===== src/rtl/inst_b_enc.sv =====
// RV32I B-type instruction encoder: packs branch fields into a 32-bit word,
// flags illegal requests and buffers results in a small output FIFO.
module inst_b_enc #(
  parameter int          DEPTH  = 2,
  parameter logic [6:0]  OPCODE = 7'b1100011,
  parameter int          CNT_W  = 16
) (
  input  logic              clk,
  input  logic              rst_n,
  input  logic              in_valid,
  output logic              in_ready,
  input  logic [2:0]        funct3,
  input  logic [4:0]        rs1,
  input  logic [4:0]        rs2,
  input  logic [12:0]       offset,
  output logic              out_valid,
  input  logic              out_ready,
  output logic [31:0]       instruction_word,
  output logic              out_err,
  output logic [CNT_W-1:0]  enc_count,
  output logic [7:0]        err_count
);

  localparam int         PW   = (DEPTH > 1) ? $clog2(DEPTH) : 1;
  localparam logic [PW:0] FULL = (PW+1)'(DEPTH);

  logic [31:0]      word_mem [DEPTH];
  logic [DEPTH-1:0] err_mem;
  logic [PW-1:0]    wr_ptr;
  logic [PW-1:0]    rd_ptr;
  logic [PW:0]      count;
  logic [31:0]      last_word;
  logic             last_err;

  logic        push;
  logic        pop;
  logic [31:0] enc_word;
  logic        enc_err;

  always_comb begin
    enc_word = {offset[12], offset[10:5], rs2, rs1, funct3,
                offset[4:1], offset[11], OPCODE};
    enc_err  = (funct3 == 3'b010) || (funct3 == 3'b011) || offset[0];
  end

  // in_ready depends only on occupancy, so a full FIFO never passes through.
  assign in_ready  = (count < FULL);
  assign out_valid = (count != '0);
  assign push      = in_valid && in_ready;
  assign pop       = out_valid && out_ready;

  // When empty the head slot is stale, so show the last popped entry instead.
  assign instruction_word = out_valid ? word_mem[rd_ptr] : last_word;
  assign out_err          = out_valid ? err_mem[rd_ptr]  : last_err;

  always_ff @(posedge clk) begin
    if (push) begin
      word_mem[wr_ptr] <= enc_word;
      err_mem[wr_ptr]  <= enc_err;
    end
  end

  always_ff @(posedge clk or negedge rst_n) begin
    if (!rst_n) begin
      wr_ptr    <= '0;
      rd_ptr    <= '0;
      count     <= '0;
      last_word <= '0;
      last_err  <= 1'b0;
      enc_count <= '0;
      err_count <= '0;
    end else begin
      if (push) begin
        wr_ptr <= wr_ptr + PW'(1);
        if (enc_err) begin
          if (err_count != '1)
            err_count <= err_count + 8'd1;
        end else begin
          enc_count <= enc_count + CNT_W'(1);
        end
      end
      if (pop) begin
        rd_ptr    <= rd_ptr + PW'(1);
        last_word <= word_mem[rd_ptr];
        last_err  <= err_mem[rd_ptr];
      end
      case ({push, pop})
        2'b10:   count <= count + (PW+1)'(1);
        2'b01:   count <= count - (PW+1)'(1);
        default: count <= count;
      endcase
    end
  end

endmodule


===== config.mk =====
export PLATFORM = sky130hd
export DESIGN_NAME = inst_b_enc
export DESIGN_NICKNAME = d
export VERILOG_FILES = /design/src/rtl/inst_b_enc.sv
export SDC_FILE = /design/constraint.sdc
export NUM_CORES = 1
export LEC_CHECK = 0
export BUFFER_PORTS_ARGS = -buffer_cell sky130_fd_sc_hd__buf_2
export CAP_MARGIN = 0
export CORE_ASPECT_RATIO = 1.2
export CORE_UTILIZATION = 45
export CTS_BUF_LIST = sky130_fd_sc_hd__clkbuf_4 sky130_fd_sc_hd__clkbuf_8 sky130_fd_sc_hd__clkbuf_16
export DETAILED_ROUTE_END_ITERATION = 10
export GPL_ROUTABILITY_DRIVEN = 0
export GPL_TIMING_DRIVEN = 0
export HOLD_SLACK_MARGIN = 0.02
export PLACE_DENSITY = 0.75
export SLEW_MARGIN = 20
export SYNTH_ARGS = -nofsm -noshare
export SYNTH_HDL_FRONTEND = slang
export SYNTH_SLANG_ARGS = --single-unit

===== constraint.sdc =====
create_clock -name clk -period 4.6 [get_ports clk]
set_clock_uncertainty 0.05 [all_clocks]
set_input_delay 0.46 -clock clk [delete_from_list [all_inputs] [get_ports clk]]
set_output_delay 0.46 -clock clk [all_outputs]
set_load 0.005 [all_outputs]

After elaboration in Yosys (flattened, before gate mapping) --
Memories as Yosys holds them, arrays and structs flattened. Index checks and enable logic that the tools add are counted.
Storage, ports and cells: bits of input ports 30, register bits after elaboration 63, memories 1, bits in writable memories 50, logic and storage cells 44
Memories:
- word_mem | words 2, width 25, rd ports 1, clocked after Yosys merged registers in 0, wr ports 1, RTL line 27 | logic [31:0] word_mem [DEPTH];
Cells by class: mux-type cells 10, reductions and logical operators 9, $add $sub $neg 6, equal/unequal tests 5, bitwise gates (word level) 1, order comparisons 4
Operators with widths (number):
- $mux 32 | 1
- $add 16x1->16 const B | 1
- $add 8x1->8 const B | 1
- $ne 8x8->1 const B | 1
- $eq 3x2->1 const B | 2
- $mux 1 | 6
- $lt 1x2->1 const B | 2
- $pmux 2 s2 | 1
- $reduce_bool 2->1 | 2
- $logic_and 1x1->1 | 3
- $reduce_and 3->1 | 1
- $add 1x1->1 const B | 2
- $add 2x1->2 const B | 1
- $bwmux 2 | 1
- $eq 2x1->1 const B | 1
- $eq 2x2->1 const B | 1
- $logic_or 1x1->1 | 2
- $lt 2x2->1 const B | 1
- $reduce_and 2->1 | 1
- $sub 2x1->2 const B | 1
- $demux 1 s1 | 1
- $ge 1x1->1 const B | 1
- $not 1->1 | 1

Logic depth before layout (Yosys ltp) --
Gate-level depths: netlist of the first run.
depth in word-level cells 5, depth in mapped cells 9

Worst setup path before layout of the first run --
No wires, ideal clock.
path type input -> register, start in in_valid, end reg err_mem[0], enable pin, path buffers 0, arrival 1802 ps, setup slack 2340 ps, library setup time 409 ps, stages on the path 3, data required time 4141 ps, cells stage by stage nor2b_4 -> inv_2 -> nor2_1
On the way: word-level cells in the longest chain between the ends 1
RTL lines:
- start: declaration | RTL line 10 | input logic in_valid,
- $logic_and 1x1->1 | RTL line 49 | assign push = in_valid && in_ready;
- end signal: indexed assignment | RTL line 59 | err_mem[wr_ptr] <= enc_err;
- end: declaration | RTL line 28 | logic [DEPTH-1:0] err_mem;
Every way passes these cells. A chain may end at the register's enable or synchronous reset.

Final worst setup path of the first run --
start reg count[1], end out instruction_word[14]
On the way: word-level cells in the longest chain between the ends 2
RTL lines:
- start: declaration | RTL line 31 | logic [PW:0] count;
- start signal: assignment | RTL line 88 | 2'b10: count <= count + (PW+1)'(1);
- start signal: assignment | RTL line 89 | 2'b01: count <= count - (PW+1)'(1);
- start signal: assignment | RTL line 90 | default: count <= count;
- $reduce_bool 2->1 | RTL line 48 | assign out_valid = (count != '0);
- $mux 32 | RTL line 53 | assign instruction_word = out_valid ? word_mem[rd_ptr] : last_word;
- end: declaration | RTL line 18 | output logic [31:0] instruction_word,
Every way passes these cells.

==> run metrics, run 1 <==
crit path cell chain=or2_2, buf_2, buf_1, nor2_1, a21oi_1, buf_2; Post-CTS Setup Inserts=0; Seq cells post-synth=107; setup ws final=2.10 ns; setup TNS=0 ns; initial DRC count=153; fin area=0.00536 mm²; drt drc=0; Die H=110 µm; RSZ-0062 raised after global routing=no; drt total wl=8.67 mm; diodes inserted=0; post-layout total power=3.33 mW; worst vdd ir=0.291 mV; Skew-Pair Late Insertion Delay=0.34 ns; CP max stage cell=dfrtp_1; Synth top area share=35.5%; final net count=474; row cnt=39; CTS root buffer=clkbuf_16; starting density of the core=46.3%; max-slew violation count=0; vias in the first global route=2904; Fillers=850; DRT met1 WL=3.62 mm; most frequent cells in the layout=88 x buf_2, 55 x dfrtp_1, 52 x edfxtp_1; max cap viols=0; status=complete, no violations; CTS tree=yes; CTS max path bufs=2; Final setup viols=0; Area Overhead vs Synth=21.6%; CTS hold repair buffers=0; gr ovfl total=0; met3 WL post-DR=478 µm; Die W=92.3 µm; post-DR vias/cell=5.02; post-synth top area cell=edfxtp_1; Synth Area per Inst=12.9 µm²; Area contributors post-synth=edfxtp_1 35%, dfrtp_1 31%, mux2i_1 5.9%, xnor2_1 3.8%, o21ai_0 3.1%; vias after detailed routing=2858; crit share post-route=54.4%; worst endpoint required time=4.09 ns; max layer used=met4; Slew headroom=52.0%; Syn Inst Count=342; Fin. Hold Viols=0; Sinks on Clock Net=107; Routed Antenna Nets=0; Warnings, synthesis=0; Worst Path Max Fanout=10; Leak=2.34 nW; Crit Path Class=reg2out; drt pass-1 iters=4; Detailed Place HPWL=6.03 mm; Clock transition at path regs=0.07 ns; worst min path class=in2async; die area=0.0102 mm²; DP Worst Slack=2.46 ns; global-route wire length before repair=14.3 mm; Tmin final=2.50 ns; total global-route track usage=18.9%; Worst Tran Pin Value=0.720 ns; most common cell after layout, fill and taps aside=buf_2; startpoint types=flip-flop; Synth Cell Area=0.00440 mm²; fraction of layout cells with a size suffix above 1=29.4%; IO buf count=85; Ports=89; placed cell areas=0.00503 mm²; max frequency=0.399 GHz; Critical Path End Type=primary output; sequential fraction of the synthesis area=66.7%; P per Cell Area=622 mW/mm²; Resize count post-CTS=0; most used cell, CP=buf_2; drt wl/cell=15.2 µm; pin count of the biggest net entering global routing=56; CP peak stage delay=0.45 ns; Core Area=0.00952 mm²; initial antenna violation count=0; CTS Buf Count=9; DR WL met2=4.54 mm; H-tree levels=3; Critical Path AT=1.99 ns; Synth cell types=34
==> worst max-delay path, delay by kind of cell (launching register included) <==
kind / cells / cell delay, ns
buffers and inverters: 3 / 0.78
AND/OR/NAND/NOR: 2 / 0.24
flip-flops: 1 / 0.45
AO/OA/AOI/OAI: 1 / 0.18
==> per-layer routing <==
| layer | global-route usage, % | up-vias |
|---|---|---|
| met2 | 32.8 | 74 |
| met5 | 0 | - |
| met1 | 21.9 | 1385 |
| met3 | 6.38 | 2 |
| li1 | - | 1397 |
| met4 | 6.70 | 0 |
==> metrics by stage <==
stage	instances	hold slack (ns)	util, %
after detailed placement	553	0.419	52.9
after floorplan	344	0.114	-
final	569	0.116	56.3
after global placement	552	0.397	52.5
after global routing	569	0.173	56.3
after CTS	569	0.136	56.3
==> final timing paths <==
check,startpoint,to,slack [ns],cells past startpoint
worst max-delay path,count[1]$_DFFE_PN0P_,instruction_word[14],2.10,6
worst min-delay path,rst_n,enc_count[5]$_DFFE_PN0P_,0.12,1
worst max register to register,count[1]$_DFFE_PN0P_,count[1]$_DFFE_PN0P_,2.51,8
worst min register to register,enc_count[15]$_DFFE_PN0P_,enc_count[15]$_DFFE_PN0P_,0.43,1
max in group asynchronous,rst_n,last_word[23]$_DFFE_PN0P_,3.90,1
min in group clk,offset[1],word_mem[1][1]$_DFFE_PP_,0.25,1
==> layout make-up <==
type / instances / area (µm²) / share of cell area, %
clock inverters: 6 / 87.6 / 1.64
well taps: 123 / 154 / 2.87
inverters: 4 / 15.0 / 0.280
clock buffers: 10 / 239 / 4.46
plain buffers: 20 / 116 / 2.17
repair buffers: 86 / 455 / 8.50
flip-flops and latches: 107 / 2940 / 54.8
multi-input cells: 213 / 1350 / 25.2
==> cell families after synthesis <==
group | share of synthesized area, %
mux | 6.42
xor+xnor | 5.37
compound gates | 6.28
buf+inv | 2.98
other cells | 0.0851
simple gates | 11.3
fa+ha+maj | 0.852
flops | 66.7
==> sequential cells by signal, indices dropped and copies added (netlist names) <==
signal,cells
count,2
wr_ptr,1
err_mem,2
err_count,8
last_err,1
rd_ptr,1
last_word,26
word_mem,50
enc_count,16
==> cell usage after synthesis (all sizes together) <==
library cell  count
dfrtp            55
edfxtp           52
nand2            36
nor2             30
o21ai            27
a21oi            26
mux2i            26
xnor2            19
buf              18
xor2              8
nand3             6
nand4             5
nor3              5
inv               4
ha                3
nor4              3
and3              2
and4              2
clkbuf            2
mux2              2
nand4b            2
nor2b             2
or2               2
and2              1
conb              1
nand2b            1
o221a             1
or3               1
==> power by group <==
part	total (mW)	internal, mW	leakage [nW]	switching (mW)
Combinational	1.08	0.467	1.02	0.610
Clock	0.820	0.492	0.159	0.328
Sequential	1.43	1.28	1.16	0.154
Total	3.33	2.24	2.34	1.09
(Power assumes the default switching activity.)
==> run 2: changes to the inputs <==
- PLACE_DENSITY: 0.75 -> 0.78
- clock period: 4.6 -> 2.3 ns (I/O delays scaled with it)
==> run metrics, run 2 (synthesized netlist as in run 1, its figures left out) <==
post-DR vias/cell=5.06; reg2reg start=count[1]$_DFFE_PN0P_; max-slew violation count=0; worst hold endpoint=word_mem[1][8]$_DFFE_PP_; crit share post-route=94.1%; min-delay src=rs1[0]; Final setup viols=0; R2R Path End=count[1]$_DFFE_PN0P_; Die H=110 µm; global-route wire length before repair=14.3 mm; most common cell after layout, fill and taps aside=buf_2; Worst Path Max Fanout=10; Top Registers=word_mem: 50 flops, last_word: 26 flops, enc_count: 16 flops; final net count=491; Largest Register=word_mem; H-tree levels=3; CTS Buf Count=9; Worst Tran Pin Value=0.713 ns; startpoint types=flip-flop; IO buf count=85; drt total wl=8.89 mm; Routed Antenna Nets=0; placed cell areas=0.00503 mm²; status=complete, no violations; Skew-Pair Late Insertion Delay=0.34 ns; Ports=89; worst vdd ir=0.730 mV; fin area=0.00557 mm²; Critical Path AT=1.88 ns; Slew headroom=52.4%; Leak=2.44 nW; Tmin final=2.16 ns; worst endpoint required time=2.02 ns; Fin. Hold Viols=0; pin count of the biggest net entering global routing=56; Die W=92.3 µm; Post-CTS Setup Inserts=0; initial DRC count=97; most frequent cells in the layout=87 x buf_2, 55 x dfrtp_1, 52 x edfxtp_1; CTS root buffer=clkbuf_16; row cnt=39; Multi-input gate area=0.00135 mm²; Clock transition at path regs=0.07 ns; max cap viols=0; drt drc=0; gr ovfl total=0; cells on worst reg2reg path=8; worst min path class=in2reg; total global-route track usage=18.8%; Detailed Place HPWL=6.00 mm; RSZ-0062 raised after global routing=no; vias in the first global route=3001; vias after detailed routing=2966; initial antenna violation count=0; P per Cell Area=1240 mW/mm²; worst hold path stage count=1; Sinks on Clock Net=107; Critical Path End Type=primary output; max frequency=0.462 GHz; placed cell count=553; drt wl/cell=15.2 µm; max reg flops=50; CTS tree=yes; Area Overhead vs Synth=26.5%; CTS max path bufs=2; diodes inserted=0; die area=0.0102 mm²; R2R Setup Slk=0.19 ns; Fillers=783; drt pass-1 iters=4; Non-Filler Instances=586; fraction of layout cells with a size suffix above 1=28.9%; Crit Path Class=reg2out; Core Area=0.00952 mm²; worst hold slack=0.0329 ns; Storage cell area=0.00294 mm²; starting density of the core=46.3%
[run 2: cell types whose count changed in the layout (fill, tap and decap cells not counted), sizes merged]
cell	delta
dlygate4sd3	+17
buf	-5
clkbuf	+4
bufinv	+2
inv	-1
[run 2: worst max-delay path by stage]
stage	slack (ns)	startpoint	cells after the start	end
detailed placement	0.17	count[1]$_DFFE_PN0P_	8	count[1]$_DFFE_PN0P_
global placement	-0.61	count[1]$_DFFE_PN0P_	3	word_mem[0][20]$_DFFE_PP_
floorplan	0.1	count[1]$_DFFE_PN0P_	3	err_mem[0]$_DFFE_PP_
finish	0.14	count[1]$_DFFE_PN0P_	5	instruction_word[8]
global route	0.01	count[1]$_DFFE_PN0P_	5	instruction_word[26]
CTS	0.003	count[1]$_DFFE_PN0P_	6	instruction_word[8]
[run 2: routing by layer]
layer / track usage [%] / vias to the layer above / wire length, µm
met2: 30.8 / 99 / 4430
met3: 5.83 / 10 / 564
met1: 23.2 / 1434 / 3750
li1: - / 1423 / -
met4: 7.59 / 0 / 150
met5: 0 / - / 0
[run 2: power by group]
| part | internal, mW | switching [mW] |
|---|---|---|
| combinational | 0.969 | 1.24 |
| sequential | 2.56 | 0.308 |
| clock | 1.17 | 0.667 |
| total | 4.70 | 2.22 |
[run 2: repair_timing]
item                                    CTS  global route
hold buffers                             15             2
resized for setup                         0             5
endpoints found under the setup margin    0            18
hold endpoints to repair                 83             4
[run 2: through the flow]
step / total power, mW / TNS [ns] / setup slack [ns] / util (%)
4_1_cts: 6.97 / 0 / 0.00334 / 58.3
6_report: 6.92 / 0 / 0.136 / 58.6
5_1_grt: 7.36 / 0 / 0.00965 / 58.6
2_1_floorplan: 4.16 / 0 / 0.0974 / -
3_5_place_dp: 5.11 / 0 / 0.166 / 52.9
3_3_place_gp: 4.97 / -15.85 / -0.611 / 52.5
[run 2: layout make-up]
| cell class | count | share of cell area [%] |
|---|---|---|
| well taps | 123 | 2.76 |
| clock inverters | 7 | 2.51 |
| clock buffers | 9 | 4.04 |
| repair buffers | 103 | 11.2 |
| flip-flops and latches | 107 | 52.7 |
| inverters | 4 | 0.269 |
| plain buffers | 20 | 2.22 |
| multi-input cells | 213 | 24.2 |
[run 2: critical path: stages (launching register included)]
cell,delay [ns]
dfrtp_1,0.44
or2_2,0.29
buf_2,0.19
clkbuf_2,0.21
a21oi_1,0.24
buf_2,0.16
